**src/rtl/fracnet_mul_arb_pkg.sv**
```systemverilog
// Shared definitions for the FracNet multiplier-sharing arbiter.
// Holds default widths, the id-width helper and the default-configuration stage layout.
package fracnet_mul_arb_pkg;

    localparam int NUM_REQ_DEF = 4;
    localparam int A_WIDTH_DEF = 11;
    localparam int B_WIDTH_DEF = 5;
    localparam int P_WIDTH_DEF = A_WIDTH_DEF + B_WIDTH_DEF;
    localparam int STAT_WIDTH  = 32;

    // Requester id width; a single-requester build still needs one bit.
    function automatic int id_width(input int n);
        return (n > 1) ? $clog2(n) : 1;
    endfunction

    localparam int ID_WIDTH_DEF = id_width(NUM_REQ_DEF);

    typedef struct packed {
        logic                    valid;
        logic [ID_WIDTH_DEF-1:0] id;
        logic [A_WIDTH_DEF-1:0]  a;
        logic [B_WIDTH_DEF-1:0]  b;
    } stage_t;

endpackage

```
**src/rtl/FracNet_mul_mul_1ncg.sv**
```systemverilog
// Unsigned combinational multiplier core shared by the FracNet conv tile lanes.
module FracNet_mul_mul_1ncg #(
    parameter int din0_WIDTH = 11,
    parameter int din1_WIDTH = 5,
    parameter int dout_WIDTH = 16
) (
    input  logic [din0_WIDTH-1:0] din0,
    input  logic [din1_WIDTH-1:0] din1,
    output logic [dout_WIDTH-1:0] dout
);

    assign dout = dout_WIDTH'(din0) * dout_WIDTH'(din1);

endmodule

```
**src/rtl/fracnet_rr_arbiter.sv**
```systemverilog
// Combinational round-robin arbiter: search starts at ptr, grant gated by en.
module fracnet_rr_arbiter #(
    parameter int NUM_REQ  = 4,
    parameter int ID_WIDTH = 2
) (
    input  logic [NUM_REQ-1:0]  req,
    input  logic [ID_WIDTH-1:0] ptr,
    input  logic                en,
    output logic [NUM_REQ-1:0]  gnt,
    output logic [ID_WIDTH-1:0] winner
);

    logic [2*NUM_REQ-1:0] dbl_s;
    logic [NUM_REQ-1:0]   rot_s;
    logic                 found_s;
    int                   sum_s;

    // Rotate requests so bit 0 is the requester at ptr, then pick the lowest set bit.
    always_comb begin
        dbl_s   = {req, req} >> ptr;
        rot_s   = dbl_s[NUM_REQ-1:0];
        found_s = 1'b0;
        sum_s   = 0;
        for (int k = 0; k < NUM_REQ; k++) begin
            if (!found_s && rot_s[k]) begin
                found_s = 1'b1;
                sum_s   = int'(ptr) + k;
            end else begin
                found_s = found_s;
            end
        end
        if (sum_s >= NUM_REQ) begin
            sum_s = sum_s - NUM_REQ;
        end else begin
            sum_s = sum_s;
        end
        winner = ID_WIDTH'(sum_s);
        if (en && found_s) begin
            gnt = NUM_REQ'(1) << winner;
        end else begin
            gnt = '0;
        end
    end

endmodule

```
**src/rtl/fracnet_mul_share_arb.sv**
```systemverilog
// Shares one 11x5 unsigned multiplier among NUM_REQ lanes through a two-stage in-order pipe.
// Optional per-requester saturating grant counters are built when MUL_ARB_STATS_EN is defined.
module fracnet_mul_share_arb
    import fracnet_mul_arb_pkg::*;
#(
    parameter int NUM_REQ = NUM_REQ_DEF,
    parameter int A_WIDTH = A_WIDTH_DEF,
    parameter int B_WIDTH = B_WIDTH_DEF,
    parameter int P_WIDTH = A_WIDTH + B_WIDTH
) (
    input  logic                          ap_clk,
    input  logic                          ap_rst_n,
    input  logic [NUM_REQ-1:0]            req_valid,
    output logic [NUM_REQ-1:0]            req_ready,
    input  logic [NUM_REQ*A_WIDTH-1:0]    req_a,
    input  logic [NUM_REQ*B_WIDTH-1:0]    req_b,
    output logic [NUM_REQ-1:0]            rsp_valid,
    input  logic [NUM_REQ-1:0]            rsp_ready,
    output logic [P_WIDTH-1:0]            rsp_p,
    output logic                          busy,
    output logic [NUM_REQ*STAT_WIDTH-1:0] stat_grants
);

    localparam int ID_WIDTH = id_width(NUM_REQ);

    typedef struct packed {
        logic                valid;
        logic [ID_WIDTH-1:0] id;
        logic [A_WIDTH-1:0]  a;
        logic [B_WIDTH-1:0]  b;
    } s1_stage_t;

    s1_stage_t           s1_r;
    logic                s2_valid_r;
    logic [ID_WIDTH-1:0] s2_id_r;
    logic [P_WIDTH-1:0]  s2_p_r;
    logic [ID_WIDTH-1:0] ptr_r;

    logic                adv1_s;
    logic                adv2_s;
    logic                fire_s;
    logic [NUM_REQ-1:0]  gnt_s;
    logic [ID_WIDTH-1:0] win_s;
    logic [P_WIDTH-1:0]  mul_p_s;

    // Stage advance: only the owning requester's rsp_ready can drain S2.
    always_comb begin
        adv2_s = !s2_valid_r || rsp_ready[s2_id_r];
        adv1_s = !s1_r.valid || adv2_s;
    end

    fracnet_rr_arbiter #(
        .NUM_REQ (NUM_REQ),
        .ID_WIDTH(ID_WIDTH)
    ) u_arb (
        .req   (req_valid),
        .ptr   (ptr_r),
        .en    (adv1_s),
        .gnt   (gnt_s),
        .winner(win_s)
    );

    assign req_ready = gnt_s;
    assign fire_s    = |gnt_s;

    FracNet_mul_mul_1ncg #(
        .din0_WIDTH(A_WIDTH),
        .din1_WIDTH(B_WIDTH),
        .dout_WIDTH(P_WIDTH)
    ) u_mul (
        .din0(s1_r.a),
        .din1(s1_r.b),
        .dout(mul_p_s)
    );

    // Operand stage, product stage and round-robin pointer.
    always_ff @(posedge ap_clk or negedge ap_rst_n) begin
        if (!ap_rst_n) begin
            s1_r       <= '0;
            s2_valid_r <= 1'b0;
            s2_id_r    <= '0;
            s2_p_r     <= '0;
            ptr_r      <= '0;
        end else begin
            if (adv1_s) begin
                s1_r.valid <= fire_s;
                if (fire_s) begin
                    s1_r.id <= win_s;
                    s1_r.a  <= req_a[int'(win_s)*A_WIDTH +: A_WIDTH];
                    s1_r.b  <= req_b[int'(win_s)*B_WIDTH +: B_WIDTH];
                end
            end
            if (adv2_s) begin
                s2_valid_r <= s1_r.valid;
                if (s1_r.valid) begin
                    s2_id_r <= s1_r.id;
                    s2_p_r  <= mul_p_s;
                end
            end
            if (fire_s) begin
                ptr_r <= (win_s == ID_WIDTH'(NUM_REQ - 1)) ? '0 : win_s + ID_WIDTH'(1);
            end
        end
    end

    // One-hot response valid decoded from the S2 owner.
    always_comb begin
        rsp_valid = '0;
        if (s2_valid_r) begin
            rsp_valid[s2_id_r] = 1'b1;
        end else begin
            rsp_valid = '0;
        end
    end

    assign rsp_p = s2_p_r;
    assign busy  = s1_r.valid | s2_valid_r;

`ifdef MUL_ARB_STATS_EN
    logic [STAT_WIDTH-1:0] grant_cnt_r [NUM_REQ];

    // Saturating per-requester grant counters, cleared only by reset.
    always_ff @(posedge ap_clk or negedge ap_rst_n) begin
        if (!ap_rst_n) begin
            for (int i = 0; i < NUM_REQ; i++) begin
                grant_cnt_r[i] <= '0;
            end
        end else begin
            for (int i = 0; i < NUM_REQ; i++) begin
                if (gnt_s[i] && (grant_cnt_r[i] != '1)) begin
                    grant_cnt_r[i] <= grant_cnt_r[i] + STAT_WIDTH'(1);
                end
            end
        end
    end

    // Pack counters onto the flat status bus.
    always_comb begin
        stat_grants = '0;
        for (int i = 0; i < NUM_REQ; i++) begin
            stat_grants[i*STAT_WIDTH +: STAT_WIDTH] = grant_cnt_r[i];
        end
    end
`else
    assign stat_grants = '0;
`endif

endmodule

```
**config.mk**
```make
export PLATFORM = sky130hd
export DESIGN_NAME = fracnet_mul_share_arb
export DESIGN_NICKNAME = d
export VERILOG_FILES = /design/src/rtl/fracnet_mul_arb_pkg.sv /design/src/rtl/FracNet_mul_mul_1ncg.sv /design/src/rtl/fracnet_rr_arbiter.sv /design/src/rtl/fracnet_mul_share_arb.sv
export SDC_FILE = /design/constraint.sdc
export NUM_CORES = 1
export LEC_CHECK = 0
export CAP_MARGIN = 20
export CORE_ASPECT_RATIO = 2
export CORE_MARGIN = 8
export CORE_UTILIZATION = 26
export CTS_CLUSTER_DIAMETER = 200
export CTS_CLUSTER_SIZE = 24
export DETAILED_ROUTE_END_ITERATION = 12
export SETUP_SLACK_MARGIN = 0.4
export SYNTH_ARGS = -nofsm -noshare
export SYNTH_HDL_FRONTEND = slang
export SYNTH_SLANG_ARGS = --single-unit
```
**constraint.sdc**
```tcl
create_clock -name ap_clk -period 11.85 [get_ports ap_clk]
set_clock_uncertainty 0.15 [all_clocks]
set_input_delay 2.9625 -clock ap_clk [delete_from_list [all_inputs] [get_ports ap_clk]]
set_output_delay 2.9625 -clock ap_clk [all_outputs]
set_load 0.01 [all_outputs]
```
### Yosys cells after proc, flatten, opt, wreduce, memory -nomap -nowiden

Cells that the tools add are included.

| storage, ports and cells | value |
|---|---|
| register bits | 40 |
| input port bits | 74 |
| output and inout bits | 153 |
| logic and storage cells | 56 |

| operators by class | value |
|---|---|
| $add $sub $neg | 5 |
| $mul | 3 |
| magnitude comparators | 3 |
| equal/unequal tests | 1 |
| shift-type cells | 4 |
| muxes and demuxes | 16 |
| bitwise operators | 1 |
| reductions and logical operators | 15 |

Operators by type and width:

| cell | count |
|---|---|
| $mux 32 | 3 |
| $shiftx 44x7->11 | 1 |
| $ge 32x4->1 const B | 1 |
| $shiftx 20x6->5 | 1 |
| $mul 11x5->16 | 1 |
| $mux 4 | 2 |
| $shr 8x2->4 | 1 |
| $add 2x2->3 const B | 2 |
| $mul 2x4->6 const B | 1 |
| $mux 1 | 6 |
| $mux 2 | 3 |
| $logic_and 1x1->1 | 5 |
| $logic_not 1->1 | 5 |
| $mul 2x3->5 const B | 1 |
| $reduce_and 2->1 | 2 |
| $reduce_or 4->1 | 1 |
| $shl 1x2->4 const A | 1 |
| $add 2x1->3 const B | 1 |
| $lt 2x3->1 const B | 1 |
| $add 2x1->2 const B | 1 |
| $bmux 1 s2 | 1 |
| $demux 1 s2 | 1 |
| $eq 2x2->1 const B | 1 |
| $ge 2x1->1 const B | 1 |
| other kinds (3) | 4 |

### Logic depth before layout (Yosys ltp)

| depth | value |
|---|---|
| depth after elaboration | 17 |
| mapped depth | 14 |
| depth with buffers taken out | 13 |

### Hierarchy

Synthesis repeated with hierarchy kept, for this count alone.

| unflattened totals | value |
|---|---|
| cells, all modules | 485 |
| area total of the unflattened synthesis | 4,892.2 um^2 |

By module, submodules not included:

| module | times used | cells an instance | area an instance (um^2) | seq. area each (um^2) |
|---|---|---|---|---|
| fracnet_mul_share_arb | 1 | 251 | 3,022.9 | 1,001.0 |
| FracNet_mul_mul_1ncg | 1 | 215 | 1,747.9 | 0.0 |
| fracnet_rr_arbiter | 1 | 19 | 121.4 | 0.0 |

### Worst setup path before layout

OpenSTA, ideal clock, no wires.

| path | value |
|---|---|
| path kind | in2out |
| start point | input req_valid[0] |
| end point | output req_ready[3] |
| arrival time | 4.221 ns |
| data required time | 8.738 ns |
| slack | 4.517 ns |
| stages on the path | 8 |
| buffers on the path | 2 |
| cell sequence | a21oi_1 > o21a_1 > o22ai_1 > buf_2 > buf_2 > inv_1 > ha_1 > and2_1 |

RTL lines:

| what | line | RTL |
|---|---|---|
| start, declared | fracnet_mul_share_arb.sv:13 | `input logic [NUM_REQ-1:0] req_valid,` |
| end, declared | fracnet_mul_share_arb.sv:14 | `output logic [NUM_REQ-1:0] req_ready,` |

==> results.md <==
- Status: finished, final reports clean
- Core area: 0.0182 mm2
- Pwr dens: 290 mW/mm2
- Post-synth top flop: dfrtp_1
- Non-filler cells, final: 836
- Via/cell ratio: 4.24
- Htree depth: 2
- Synth cell types: 48
- Leak: 0.00277 uW
- Via count: 3547
- Crit path max fanout: 36
- Worst hold stages: 2
- Slew margin rel.: 38.2%
- Total power: 1650 uW
- Row cnt: 70
- DIE WIDTH: 112 um
- Nets: 748
- Max Clk Rate: 117 MHz
- Routability cong.: 0.772
- Clock Latency Late Sink: 0.29 ns
- Worst hold path type: reg -> reg
- Cells after synthesis: 530
- Yosys reg bits: 40
- Clock buffer depth: 2
- DP Wirelength: 10.0 mm
- Initial core utilization: 26.3%
- Fin Hold WS: 0.319 ns
- DIE HEIGHT: 208 um
- Post-synth EDFFs: 0
- GRT Util Overall: 9.68%
- Arrival @ worst endpoint: 5.45 ns
- Antenna-violating nets left: 0
- Initial antenna violation count: 0
- Antenna Cells: 0
- Post-cts hold buffer count: 0
- Post-CTS setup buffer count: 0
- Boundary pin count: 227
- Most frequent cell after synthesis: buf_4
- Commonest cells in the netlist: buf_4 (128), nand2_1 (60), and2_1 (42)
- Cts repair resizes: 0
- CTS tree: built
- Worst-path clk slew: 0.06 ns
- Synth Warn #: 0
- Crit. End Element: output port
- Full die area: 0.0233 mm2
- Critical Path Sink: req_ready[3]
- Critical path class: in -> out
- Mapped Area: 0.00479 mm2
- Final hold violations: 0
- Final-report setup violation count: 0
- Crit path launch: req_valid[0]
- TNS Setup: 0 ns
- Max Slew Vio Count: 0
- DR DRC count: 0
- R2r startpoint: s1_r[4]
- Avg Synthesized Cell Area: 9.04 um2
- Dominant cell type by area after synthesis: dfrtp_1
- Root buf cell: clkbuf_16
- TritonCTS Sinks: 40
- FFs w/ async S/R, synth: 100%
- Input/output buffers: 98
- First-pass GRT wire length: 18.3 mm
- Worst R2R Setup Slack: 7.59 ns
- Largest net degree at the start of global routing: 41
- GRT overflow: 0
- Area contributors post-synth: dfrtp_1 (21%), buf_4 (20%), fa_1 (11%)
- Final period utilization: 72.3%
- DR iter-0 viols: 183
- Tmin final: 8.56 ns
- DR pass1 iterations: 4
- Inst Count DP: 828
- Area grow syn2layout: 18.8%
- Sequential area share after synthesis: 20.9%
- RSZ-0062 raised after global routing: false
- Routed Wire Length: 11.5 mm
- Vias in the first global route: 3929
- DR WL/cell: 13.8 um
- Total CTS buffers: 5
- Synth top area share: 20.9%
- CP Data Required Time: 8.74 ns
- Layout cells sized above 1: 5.81%
- Slew @ Worst Pin: 0.927 ns
- CP Launch Type: input port
- Critical R2R Capture: rsp_p[13]
- Max Cap Viol: 0
- VDD IR max: 0.108 mV
- Cells on worst reg2reg path: 12
==> flip-flops by register name, summed over array words and instances, names as in the netlist <==
register	cells
rsp_p	16
s1_r	19
ptr_r	2
s2_id_r	2
s2_valid_r	1
==> power by group <==
group	switching [uW]	leakage (uW)	internal [uW]
registers	83.7	0.000495	208
logic	664	0.00220	538
clock network	57.1	0.0000798	99.0
==> layout make-up <==
class / count / area [um2]
tap: 216 / 270
timing repair buffer: 101 / 998
inverter: 36 / 135
sequential: 40 / 1000
fill: 1907 / 12500
clock buffer: 5 / 125
multi-input combinational: 435 / 3120
clock inverter: 3 / 42.5
==> per-stage QoR <==
stage	utilization (%)	instance area (um2)	setup WS (ns)
6_report	31.2	5690	3.29
4_1_cts	31.2	5690	3.25
5_1_grt	31.2	5690	3.14
3_5_place_dp	30.3	5520	3.25
3_3_place_gp	30.3	5520	3.31
2_1_floorplan	-	5270	4.52
==> metal layers <==
metal  vias up  GRT usage (%)  wire length, um  part of all wire, %
met5         -              0                0                    0
met4         0           4.78              320                  2.8
met1      1659           8.67             4070                   35
li1       1685              -                -                    -
met2       189           19.5             6270                   54
met3        14           2.12              886                  7.7
==> worst min path at each step <==
stage / startpoint / end / slack, ns
after floorplan: s1_r[16] / s1_r[16] / 0.29
after global placement: s1_r[16] / s1_r[16] / 0.31
after detailed placement: s1_r[16] / s1_r[16] / 0.31
after CTS: s1_r[16] / s1_r[16] / 0.33
after global routing: s1_r[16] / s1_r[16] / 0.34
final: s1_r[16] / s1_r[16] / 0.32
==> kinds of logic (layout without fill, tap and decap cells) <==
kind of cell / Yosys count / in the layout / share of synthesized area, %
AOI/OAI and AO/OA: 75 / 75 / 12.3
DFF: 40 / 40 / 20.9
buffers and inverters: 182 / 145 / 24.6
other: 1 / 128 / 0.0783
muxes: 40 / 40 / 8.70
and+or+nand+nor: 128 / 128 / 13.2
adders and majority gates: 55 / 55 / 18.6
xor gates and xnor gates: 9 / 9 / 1.65
==> worst max-delay path: stages <==
cell,delay [ns]
clkdlybuf4s50_1,0.54
a21oi_1,0.09
o21a_1,0.20
o22ai_4,0.14
buf_4,0.49
inv_1,0.14
ha_1,0.26
and2_1,0.15
clkdlybuf4s50_1,0.47
==> placed cells by master (no fill, tap or decap), types with 2 or more instances in the layout <==
master,count
a211oi_1,2
a21o_1,3
a21oi_1,13
and2_1,42
and3_1,3
buf_4,3
clkbuf_16,5
clkdlybuf4s50_1,97
conb_1,128
dfrtp_1,40
fa_1,27
ha_1,28
inv_1,36
mux2_2,5
mux2_4,2
mux2i_1,33
nand2_1,60
nand3_1,2
nor2_1,7
nor3_1,3
o2111ai_1,2
o21a_1,3
o21ai_0,19
o221ai_1,7
o221ai_2,10
o22ai_1,2
o31ai_1,3
or2_2,3
or4_1,2
xnor2_1,2
xor2_1,7
Power figures use the tool's default switching activity.
